<file path="src/rtl/dmem_arbiter.sv">
// Two-requester data-memory arbiter with bounded bursts; grants one cycle after arbitration in IDLE, read data one cycle after the transfer.
// Backpressure: a requester waits with req held until x_gnt; fields are passed through unregistered during a transfer.
module dmem_arbiter #(
  parameter int unsigned BURST_MAX = 4
) (
  input  logic        clk,
  input  logic        reset,
  input  logic        a_req,
  input  logic [31:0] a_addr,
  input  logic [31:0] a_wdata,
  input  logic [3:0]  a_we,
  output logic        a_gnt,
  output logic        a_rvalid,
  output logic [31:0] a_rdata,
  input  logic        b_req,
  input  logic [31:0] b_addr,
  input  logic [31:0] b_wdata,
  input  logic [3:0]  b_we,
  output logic        b_gnt,
  output logic        b_rvalid,
  output logic [31:0] b_rdata,
  output logic [31:0] mem_addr,
  output logic [31:0] mem_din,
  output logic [3:0]  mem_we,
  input  logic [31:0] mem_dout
);

  typedef enum logic [1:0] {IDLE, OWN_A, OWN_B} state_t;

  localparam logic       OWNER_A  = 1'b0;
  localparam logic       OWNER_B  = 1'b1;
  localparam logic [3:0] BEAT_LIM = 4'(BURST_MAX);

  state_t     state, state_nxt;
  logic       last_owner, last_owner_nxt;
  logic [3:0] beats, beats_nxt;
  logic [3:0] beats_inc;
  logic       a_rd, b_rd;

  // Grants depend only on the async-reset state, so reset kills mem_we immediately.
  assign a_gnt     = a_req && (state == OWN_A);
  assign b_gnt     = b_req && (state == OWN_B);
  assign a_rd      = a_gnt && (a_we == 4'b0000);
  assign b_rd      = b_gnt && (b_we == 4'b0000);
  assign beats_inc = beats + 4'd1;

  always_comb begin
    mem_addr = '0;
    mem_din  = '0;
    mem_we   = '0;
    if (a_gnt) begin
      mem_addr = a_addr;
      mem_din  = a_wdata;
      mem_we   = a_we;
    end else if (b_gnt) begin
      mem_addr = b_addr;
      mem_din  = b_wdata;
      mem_we   = b_we;
    end
  end

  always_comb begin
    state_nxt      = state;
    last_owner_nxt = last_owner;
    beats_nxt      = beats;
    case (state)
      IDLE: begin
        beats_nxt = '0;
        if (a_req && (!b_req || last_owner == OWNER_B)) begin
          state_nxt = OWN_A;
        end else if (b_req) begin
          state_nxt = OWN_B;
        end
      end
      OWN_A: begin
        if (!a_req || beats_inc == BEAT_LIM) begin
          last_owner_nxt = OWNER_A;
          beats_nxt      = '0;
          state_nxt      = b_req ? OWN_B : IDLE;
        end else begin
          beats_nxt = beats_inc;
        end
      end
      OWN_B: begin
        if (!b_req || beats_inc == BEAT_LIM) begin
          last_owner_nxt = OWNER_B;
          beats_nxt      = '0;
          state_nxt      = a_req ? OWN_A : IDLE;
        end else begin
          beats_nxt = beats_inc;
        end
      end
      default: begin
        state_nxt = IDLE;
        beats_nxt = '0;
      end
    endcase
  end

  always_ff @(posedge clk or negedge reset) begin
    if (!reset) begin
      state      <= IDLE;
      last_owner <= OWNER_B;
      beats      <= '0;
    end else begin
      state      <= state_nxt;
      last_owner <= last_owner_nxt;
      beats      <= beats_nxt;
    end
  end

  always_ff @(posedge clk or negedge reset) begin
    if (!reset) begin
      a_rvalid <= 1'b0;
      b_rvalid <= 1'b0;
      a_rdata  <= '0;
      b_rdata  <= '0;
    end else begin
      a_rvalid <= a_rd;
      b_rvalid <= b_rd;
      if (a_rd) a_rdata <= mem_dout;
      if (b_rd) b_rdata <= mem_dout;
    end
  end

endmodule

</file>
<file path="config.mk">
export PLATFORM = sky130hd
export DESIGN_NAME = dmem_arbiter
export DESIGN_NICKNAME = d
export VERILOG_FILES = /design/src/rtl/dmem_arbiter.sv
export SDC_FILE = /design/constraint.sdc
export NUM_CORES = 1
export LEC_CHECK = 0
export BUFFER_PORTS_ARGS = -buffer_cell sky130_fd_sc_hd__clkbuf_2
export CAP_MARGIN = 10
export CORE_AREA = 2 2 119 121
export DETAILED_ROUTE_END_ITERATION = 12
export DIE_AREA = 0 0 121 123
export GPL_ROUTABILITY_DRIVEN = 0
export MAX_ROUTING_LAYER = met4
export PLACE_DENSITY = 0.68
export SLEW_MARGIN = 20
export SYNTH_ARGS = -nofsm -noshare
export SYNTH_HDL_FRONTEND = slang
export SYNTH_SLANG_ARGS = --single-unit
</file>
<file path="constraint.sdc">
create_clock -name clk -period 1.9 [get_ports clk]
set_clock_uncertainty 0.15 [all_clocks]
set_input_delay 0.095 -clock clk [delete_from_list [all_inputs] [get_ports clk]]
set_output_delay 0.095 -clock clk [all_outputs]
set_load 0.005 [all_outputs]
</file>
==> run_results.csv, run 1 <==
group,metric,value,unit
synthesis,ys_warn_count,0,
synthesis,syn_area_per_cell,13.4,um2
drt,wirelength,17.0,mm
cts,cts_root_buf,"clkbuf_16",
sta,finalSetupViolCount,71,
drt,wl_per_cell,20.5,um
cts,clk_latency,0.32,ns
setup_path,r2r_cells,8,
floorplan,die_w,121,um
setup_path,timing.rr.start,"state[1]",
cts,h-tree-depth,3,
placement,dp.final_hpwl,12.5,mm
cts,cts_tree,"done",
drt,ant_nets,0,
pwr,combPwrFrac,46.1,%
synthesis,ys_seq_area_share,50.0,%
floorplan,dieArea,0.0149,mm2
worst_hold_path,hold-path-cell-count,3,
global_route,grt_pass1_wl,22.1,mm
setup_path,crit_path_start_kind,"register",
sta,fmax,459,MHz
worst_hold_path,hold_class,"primary input to register",
sta,slew_headroom,69.8,%
synthesis,netlist_instances,272,
floorplan,fp-row-count,43,
pwr,p_leak,3.71,nW
setup_path,crit_required,1.65,ns
pwr,p_int,4.95,mW
sta,period_minus_slack,2.18,ns
global_route,antenna_found_initial,2,
synthesis,ys_seq_elements,73,
drt,dr.first_iter.drc_count,176,
setup_path,r2r_setup_slack,-0.15,ns
layout,layout-drive-gt1-share,69.6,%
run_status,status,"finished, violations left",
floorplan,initial_core_util,26.9,%
pwr,clkPwrFrac,21.2,%
setup_path,crit_fanout,10,
layout,layout.nets,817,
floorplan,die_h,123,um
global_route,grt_max_degree,40,
pwr,p_switching,2.31,mW
worst_hold_path,min_from,"a_req",
sta,setup_ws,-0.280,ns
pwr,power_density,1100,mW/mm2
placement,numPortBuffers,307,
drt,vias,3940,
drt,drc,0,
sta,post-route-period-util,115,%
drt,dr.pass1.iters,5,
sta,whs,0.0444,ns
drt,vias_per_cell,4.77,
synthesis,synth-edff-count,0,
pwr,peakVddDrop,0.000802,V
global_route,track_usage,20.5,%
floorplan,core_area,0.0136,mm2
worst_hold_path,hold_end,"state[0]",
pwr,swShare,31.8,%
sta,tightest_slew,0.453,ns
setup_path,end_kind,"output pin",
cts,numClockSinks,73,
synthesis,yosys.cell_types.count,35,
setup_path,r2r_end,"state[1]",
synthesis,yosys_most_used_dff,"dfrtp_1",
cts,clkTransAtPathRegs,0.05,ns
setup_path,path_class,"register to output pin",
cts,cts_buffers,9,
run_status,violations,"negative setup slack",
synthesis,async_flop_share,100,%
setup_path,cp_data_arrival_time,1.93,ns
synthesis,syn_area,0.00366,mm2
cts,clock_path_buffers,2,
global_route,grt_overflow,0,
layout,syn_to_final_growth,80.1,%
floorplan,ios,308,
flow_run,cap_violations,0,
sta,slew_violations,0,
global_route,grt_pass1_vias,4087,
synthesis,synth_nets,450,
sta,hold_violations,0,
pwr,fin_total_pwr,7.25,mW
sta,rsz0062_at_grt,"yes",
pwr,p_seq_share,32.8,%
## flip-flops by register name, indices dropped and copies added, names as in the netlist
| signal | count |
|---|---|
| a_rvalid | 1 |
| last_owner | 1 |
| state | 2 |
| a_rdata | 32 |
| b_rdata | 32 |
| beats | 4 |
| b_rvalid | 1 |
## synth_stat cells (2+ instances only)
library cell	number	share of area, %
clkbuf_1	5	0.51
a21oi_1	2	0.27
o21ai_0	2	0.27
dfrtp_1	72	49
nand2_1	2	0.21
mux2_2	65	20
buf_6	10	3.1
inv_1	4	0.41
nor2b_1	2	0.34
nor2_1	2	0.21
and2_1	2	0.34
nand2_2	2	0.34
a22o_1	68	16
ha_1	6	2.1
buf_2	6	0.82
nor4_2	2	0.68
nand3_1	2	0.27
## routing by layer
metal	wire length [um]	up-vias	GRT usage, %
li1	-	1777	-
met1	6100	1936	21.4
met2	8760	199	35.4
met3	1730	28	8.49
met4	365	0	6.54
met5	0	-	-
## stage by stage
stage	setup slack [ns]	std cells	util [%]	setup TNS, ns	instance area, um2
global route	-0.332	826	48.4	-21.05	6590
global placement	0.0103	755	40.3	0	5490
floorplan	0.0795	272	-	0	3660
finish	-0.280	826	48.4	-16.18	6590
CTS	-0.281	814	46.4	-16.90	6320
detailed placement	-0.0841	755	40.3	-2.36	5490
## worst max path at each step
stage	from	end	slack, ns	depth (start not counted)
floorplan	state[0]	state[1]	0.08	7
global placement	state[0]	mem_addr[21]	0.01	7
detailed placement	state[0]	mem_addr[7]	-0.08	7
CTS	state[1]	mem_din[16]	-0.28	9
global route	state[0]	mem_din[12]	-0.33	9
finish	state[0]	mem_din[5]	-0.28	9
## final cells by class
cell class | count | area (um2)
clock buffer | 11 | 243
clock inverter | 5 | 31.3
antenna | 2 | 5.00
multi-input combinational | 172 | 1760
timing repair buffer | 379 | 2480
tap | 180 | 225
sequential | 73 | 1830
inverter | 4 | 15.0
fill | 1252 | 7030
## power groups by stage
stage	Sequential (mW)	Clock, mW	Combinational (mW)
2_1_floorplan	2.38	0	1.23
3_3_place_gp	2.34	0	2.60
3_5_place_dp	2.37	0	2.70
4_1_cts	2.36	1.57	3.09
5_1_grt	2.43	1.65	3.57
6_report	2.38	1.53	3.34
## kinds of logic (layout without fill, tap and decap cells)
group,after synthesis,after routing,share of synthesized area [%]
adders and majority gates,6,6,2.05
xor gates and xnor gates,2,2,0.479
muxes,67,67,20.7
and+or+nand+nor,21,21,3.73
buffers and inverters,27,399,5.17
AOI/OAI and AO/OA,76,76,17.9
DFF,73,73,50.0
other,0,2,0
## critical path: stages, from the launching register on
cell     delay, ns
dfrtp_2       0.40
inv_2         0.07
ha_4          0.16
and2_4        0.13
nor2b_4       0.13
buf_12        0.13
buf_12        0.14
buf_12        0.13
a22o_1        0.19
buf_2         0.13
## cells in the final DEF (no fill, tap or decap), types with 2 or more instances in the layout
master / count
buf_4: 14
nor4_2: 2
buf_8: 2
nand2_1: 2
dfrtp_1: 71
clkinv_2: 3
nand2_4: 2
o21ai_0: 2
ha_4: 2
dlygate4sd3_1: 33
and2_4: 2
inv_2: 2
inv_1: 2
buf_6: 5
mux2_2: 64
a22o_1: 68
a21oi_1: 2
clkbuf_16: 14
mux2_4: 2
nor2_1: 2
buf_16: 3
nand3_1: 2
clkbuf_2: 291
buf_12: 11
diode_2: 2
buf_2: 15
ha_1: 4
## timing repair
| action | in CTS | in global routing |
|---|---|---|
| hold buffers | 33 | 0 |
| hold endpoints to repair | 136 | 0 |
| setup buffers | 6 | 7 |
| cloned | 4 | 5 |
| gates resized for setup | 16 | 41 |
| endpoints found under the setup margin | 70 | 119 |
| pin swaps | 3 | 5 |
Power figures use the tool's default switching activity.
==> run 2, diff against run 1 <==
--- a/config.mk
+++ b/config.mk
@@ -13,6 +13,7 @@
 export GPL_ROUTABILITY_DRIVEN = 0
 export MAX_ROUTING_LAYER = met4
 export PLACE_DENSITY = 0.68
+export SKIP_CTS_REPAIR_TIMING = 1
 export SLEW_MARGIN = 20
 export SYNTH_ARGS = -nofsm -noshare
 export SYNTH_HDL_FRONTEND = slang
==> run 2 against run 1 <==
Net effect:
- the run still ends with negative setup slack left
- clock power barely moved
- sequential share of layout area is 0.36 points higher
- cell count grew 0.12%
- maximum frequency is 1.2% higher
- core utilization down 0.64 points
- global-route usage decreased by 1.4 points
- non-clock buffer count stayed put
- die area is the same
- power fell by 1.6%
- sequential cell count is the same
- largest cell class unchanged
==> run_results.csv, run 2 (same netlist as run 1, synthesis figures left out) <==
group,metric,value,unit
sta,fmax,464,MHz
layout,layout.nets,817,
sta,hold_violations,0,
drt,wirelength,16.6,mm
global_route,grt_max_degree,40,
cts,cts_buffers,9,
placement,dp.final_hpwl,12.5,mm
drt,dr.pass1.iters,4,
layout,fin_area,0.00650,mm2
global_route,antenna_found_initial,3,
flow_run,cap_violations,0,
sta,slew_headroom,60.8,%
drt,drc,0,
global_route,grt_pass1_wl,20.6,mm
global_route,track_usage,19.1,%
layout,syn_to_final_growth,77.7,%
cts,clk_latency,0.32,ns
sta,setup_ws,-0.253,ns
global_route,grt_pass1_vias,3771,
setup_path,crit_required,1.65,ns
floorplan,initial_core_util,26.9,%
layout,reg_top3,"a_rdata: 32 flops, b_rdata: 32 flops, beats: 4 flops",
setup_path,crit_fanout,8,
layout,seq_area,0.00183,mm2
sta,fin_tns_setup,-13.51,ns
sta,rsz0062_at_grt,"yes",
layout,layout_commonest_cell,"clkbuf_2",
global_route,grt_overflow,0,
placement,numPortBuffers,307,
layout,multi_input_area,0.00174,mm2
run_status,violations,"negative setup slack",
sta,whs,0.0414,ns
pwr,p_leak,3.64,nW
drt,vias,3964,
floorplan,die_w,121,um
pwr,peakVddDrop,0.000802,V
drt,vias_per_cell,4.79,
cts,numClockSinks,73,
setup_path,crit_path_start_kind,"register",
sta,tightest_slew,0.583,ns
pwr,power_density,1100,mW/mm2
floorplan,ios,308,
layout,stdcell_count,827,
drt,wl_per_cell,20.1,um
placement,preCtsSetupSlack,-0.0841,ns
drt,dr.first_iter.drc_count,166,
setup_path,cp_data_arrival_time,1.91,ns
setup_path,r2r_cells,7,
setup_path,end_kind,"output pin",
pwr,fin_total_pwr,7.14,mW
floorplan,die_h,123,um
placement,place_area,0.00549,mm2
cts,clkTransAtPathRegs,0.05,ns
run_status,status,"finished, violations left",
placement,dp.cells,755,
worst_hold_path,hold-path-cell-count,3,
cts,cts_tree,"done",
floorplan,dieArea,0.0149,mm2
layout,nFillCells,1254,
layout,layout-drive-gt1-share,69.7,%
sta,finalSetupViolCount,69,
layout,mostFrequentLayoutCells,"clkbuf_2 (292), dfrtp_1 (72), a22o_1 (67)",
worst_hold_path,hold_class,"primary input to register",
sta,slew_violations,0,
sta,period_minus_slack,2.15,ns
setup_path,path_class,"register to output pin",
cts,cts_root_buf,"clkbuf_16",
floorplan,fp-row-count,43,
floorplan,core_area,0.0136,mm2
cts,h-tree-depth,3,
drt,ant_nets,0,
layout,fin_util,47.7,%
cts,clock_path_buffers,2,
sta,post-route-period-util,113,%
[run 2: routing by layer]
metal / up-vias / GRT usage, % / wire, um
met5: - / - / 0
met4: 0 / 5.74 / 342
met3: 28 / 9.27 / 1620
met2: 215 / 32.6 / 8580
met1: 1947 / 19.5 / 6060
li1: 1774 / - / -
[run 2: final cells by class]
type	count	area share (%)
diodes	3	0.116
clock buffers	11	3.74
clock inverters	5	0.481
inverters	4	0.231
multi-input cells	172	26.8
flip-flops and latches	73	28.1
well taps	180	3.47
repair buffers	379	37.0
[run 2: critical path, cell delays in order (launching register included)]
cell	delay (ns)
dfrtp_1	0.39
buf_6	0.12
ha_4	0.13
and2_4	0.13
nor2b_4	0.22
buf_6	0.17
clkbuf_16	0.15
a22o_1	0.15
clkbuf_2	0.12
[run 2: final timing paths]
check,slack (ns),from,to
worst max-delay path,-0.25,state[1],mem_addr[7]
worst min-delay path,0.04,a_req,state[0]
worst max register to register,0,state[1],state[1]
worst min register to register,0.35,a_rdata[1],a_rdata[1]
max in group asynchronous,0.85,reset,last_owner
min in group asynchronous,0.12,reset,b_rdata[11]
[run 2: report_power, final]
group	internal, mW	switching [mW]
combinational	1.89	1.35
sequential	2.07	0.298
clock	0.914	0.613
==> run 3, diff against run 2 <==
--- a/config.mk
+++ b/config.mk
@@ -12,7 +12,7 @@
 export DIE_AREA = 0 0 121 123
 export GPL_ROUTABILITY_DRIVEN = 0
 export MAX_ROUTING_LAYER = met4
-export PLACE_DENSITY = 0.68
+export PLACE_DENSITY = 0.62
 export SKIP_CTS_REPAIR_TIMING = 1
 export SLEW_MARGIN = 20
 export SYNTH_ARGS = -nofsm -noshare
==> run 3 against run 2 <==
Net effect:
- wire length down 5.4%
- via count down 3.7%
- highest routed layer unchanged
- design area down 0.85%
- combinational power down 6%
- die area unchanged
- non-clock buffer count down 10
- global-route usage down 0.39 points
- the flow still finishes with violations (negative setup slack)
==> run_results.csv, run 3 (same netlist as run 1, synthesis figures left out) <==
group,metric,value,unit
layout,mostFrequentLayoutCells,"clkbuf_2 (277), dfrtp_1 (72), a22o_1 (66)",
sta,period_minus_slack,2.16,ns
placement,dp.cells,748,
layout,syn_to_final_growth,76.2,%
pwr,peakVddDrop,0.000900,V
drt,vias_per_cell,4.69,
setup_path,end_kind,"output pin",
floorplan,dieArea,0.0149,mm2
flow_run,cap_violations,0,
sta,fmax,462,MHz
setup_path,crit_path_start_kind,"register",
placement,preCtsSetupSlack,-0.0652,ns
sta,finalSetupViolCount,69,
pwr,p_seq_share,33.3,%
global_route,grt_overflow,0,
floorplan,die_w,121,um
setup_path,crit_required,1.65,ns
sta,tightest_slew,0.520,ns
layout,layout-drive-gt1-share,69.5,%
global_route,grt_max_degree,41,
sta,fin_tns_setup,-15.76,ns
drt,vias,3817,
run_status,violations,"negative setup slack",
cts,clk_latency,0.32,ns
cts,cts_root_buf,"clkbuf_16",
cts,clock_path_buffers,2,
setup_path,crit_start,"state[0]",
cts,numClockSinks,73,
cts,clkTransAtPathRegs,0.05,ns
worst_hold_path,hold_class,"primary input to register",
floorplan,die_h,123,um
setup_path,path_class,"register to output pin",
global_route,antenna_found_initial,0,
sta,hold_violations,0,
pwr,swShare,30.8,%
run_status,status,"finished, violations left",
layout,stdcell_count,814,
pwr,p_int,4.90,mW
setup_path,r2r_end,"state[1]",
sta,post-route-period-util,114,%
pwr,combPwrFrac,43.4,%
floorplan,initial_core_util,26.9,%
pwr,power_density,1100,mW/mm2
drt,drc,0,
floorplan,fp-row-count,43,
layout,reg_top3,"a_rdata: 32 flops, b_rdata: 32 flops, beats: 4 flops",
global_route,grt_pass1_vias,3616,
setup_path,endpoint,"mem_addr[30]",
drt,ant_nets,0,
placement,numPortBuffers,307,
floorplan,ios,308,
setup_path,crit_fanout,8,
setup_path,cp_data_arrival_time,1.92,ns
pwr,clkPwrFrac,23.3,%
setup_path,r2r_cells,7,
cts,cts_buffers,9,
drt,dr.first_iter.drc_count,190,
layout,layout_commonest_cell,"clkbuf_2",
global_route,track_usage,18.7,%
cts,cts_tree,"done",
setup_path,timing.rr.start,"state[1]",
placement,dp.final_hpwl,11.8,mm
floorplan,core_area,0.0136,mm2
pwr,p_leak,3.64,nW
cts,h-tree-depth,3,
drt,wl_per_cell,19.3,um
sta,setup_ws,-0.264,ns
placement,place_area,0.00542,mm2
sta,rsz0062_at_grt,"yes",
layout,layout.nets,807,
sta,slew_violations,0,
sta,slew_headroom,65.0,%
drt,wirelength,15.7,mm
drt,dr.pass1.iters,4,
layout,fin_area,0.00644,mm2
global_route,grt_pass1_wl,20.2,mm
setup_path,r2r_setup_slack,-0.05,ns
pwr,p_switching,2.18,mW
==> run 3: cell type report <==
cell class	count	area, um2
fillers	1253	7170
clock inverters	4	52.6
clock buffers	11	243
flip-flops and latches	73	1830
diodes	1	2.50
multi-input cells	172	1750
well taps	180	225
inverters	4	15.0
repair buffers	369	2330
==> run 3: critical path, cell delays in order, from the launching register on <==
cell       delay [ns]
dfrtp_1          0.41
inv_2            0.10
ha_4             0.14
and2_4           0.15
nor2b_4          0.21
buf_12           0.16
clkbuf_16        0.15
a22o_1           0.15
clkbuf_2         0.12
==> run 3: metal layers <==
| layer | wire, um | vias up | share of wire, % | GRT usage (%) |
|---|---|---|---|---|
| met4 | 278 | 0 | 1.8 | 5.74 |
| met2 | 7880 | 191 | 50 | 30.2 |
| met5 | 0 | - | 0 | - |
| li1 | - | 1753 | - | - |
| met1 | 6140 | 1855 | 39 | 23.0 |
| met3 | 1400 | 18 | 8.9 | 5.07 |
==> run 3: metrics by stage <==
step,util [%],hold WS (ns),total power [mW]
5_1_grt,47.3,0.0659,7.51
6_report,47.3,0.0547,7.09
4_1_cts,42.0,-0.425,6.69
2_1_floorplan,-,-0.351,3.61
3_3_place_gp,39.8,-0.0800,4.91
3_5_place_dp,39.8,-0.0742,5.00
==> run 3: worst min-delay path by stage <==
stage                from    endpoint  slack (ns)  cells after the start
finish              a_req    state[0]        0.05                      3
global route        a_req    state[0]        0.07                      3
CTS                 reset  a_rdata[4]       -0.42                      1
detailed placement  reset  a_rdata[9]       -0.07                      1
global placement    reset  a_rdata[9]       -0.08                      1
floorplan           reset  a_rdata[0]       -0.35                      0
==> run 3: power by group through the flow <==
stage,sequential [mW],clock (mW),combinational (mW)
floorplan,2.38,0,1.23
global placement,2.34,0,2.57
detailed placement,2.36,0,2.63
CTS,2.35,1.70,2.65
global route,2.43,1.77,3.31
finish,2.36,1.65,3.07
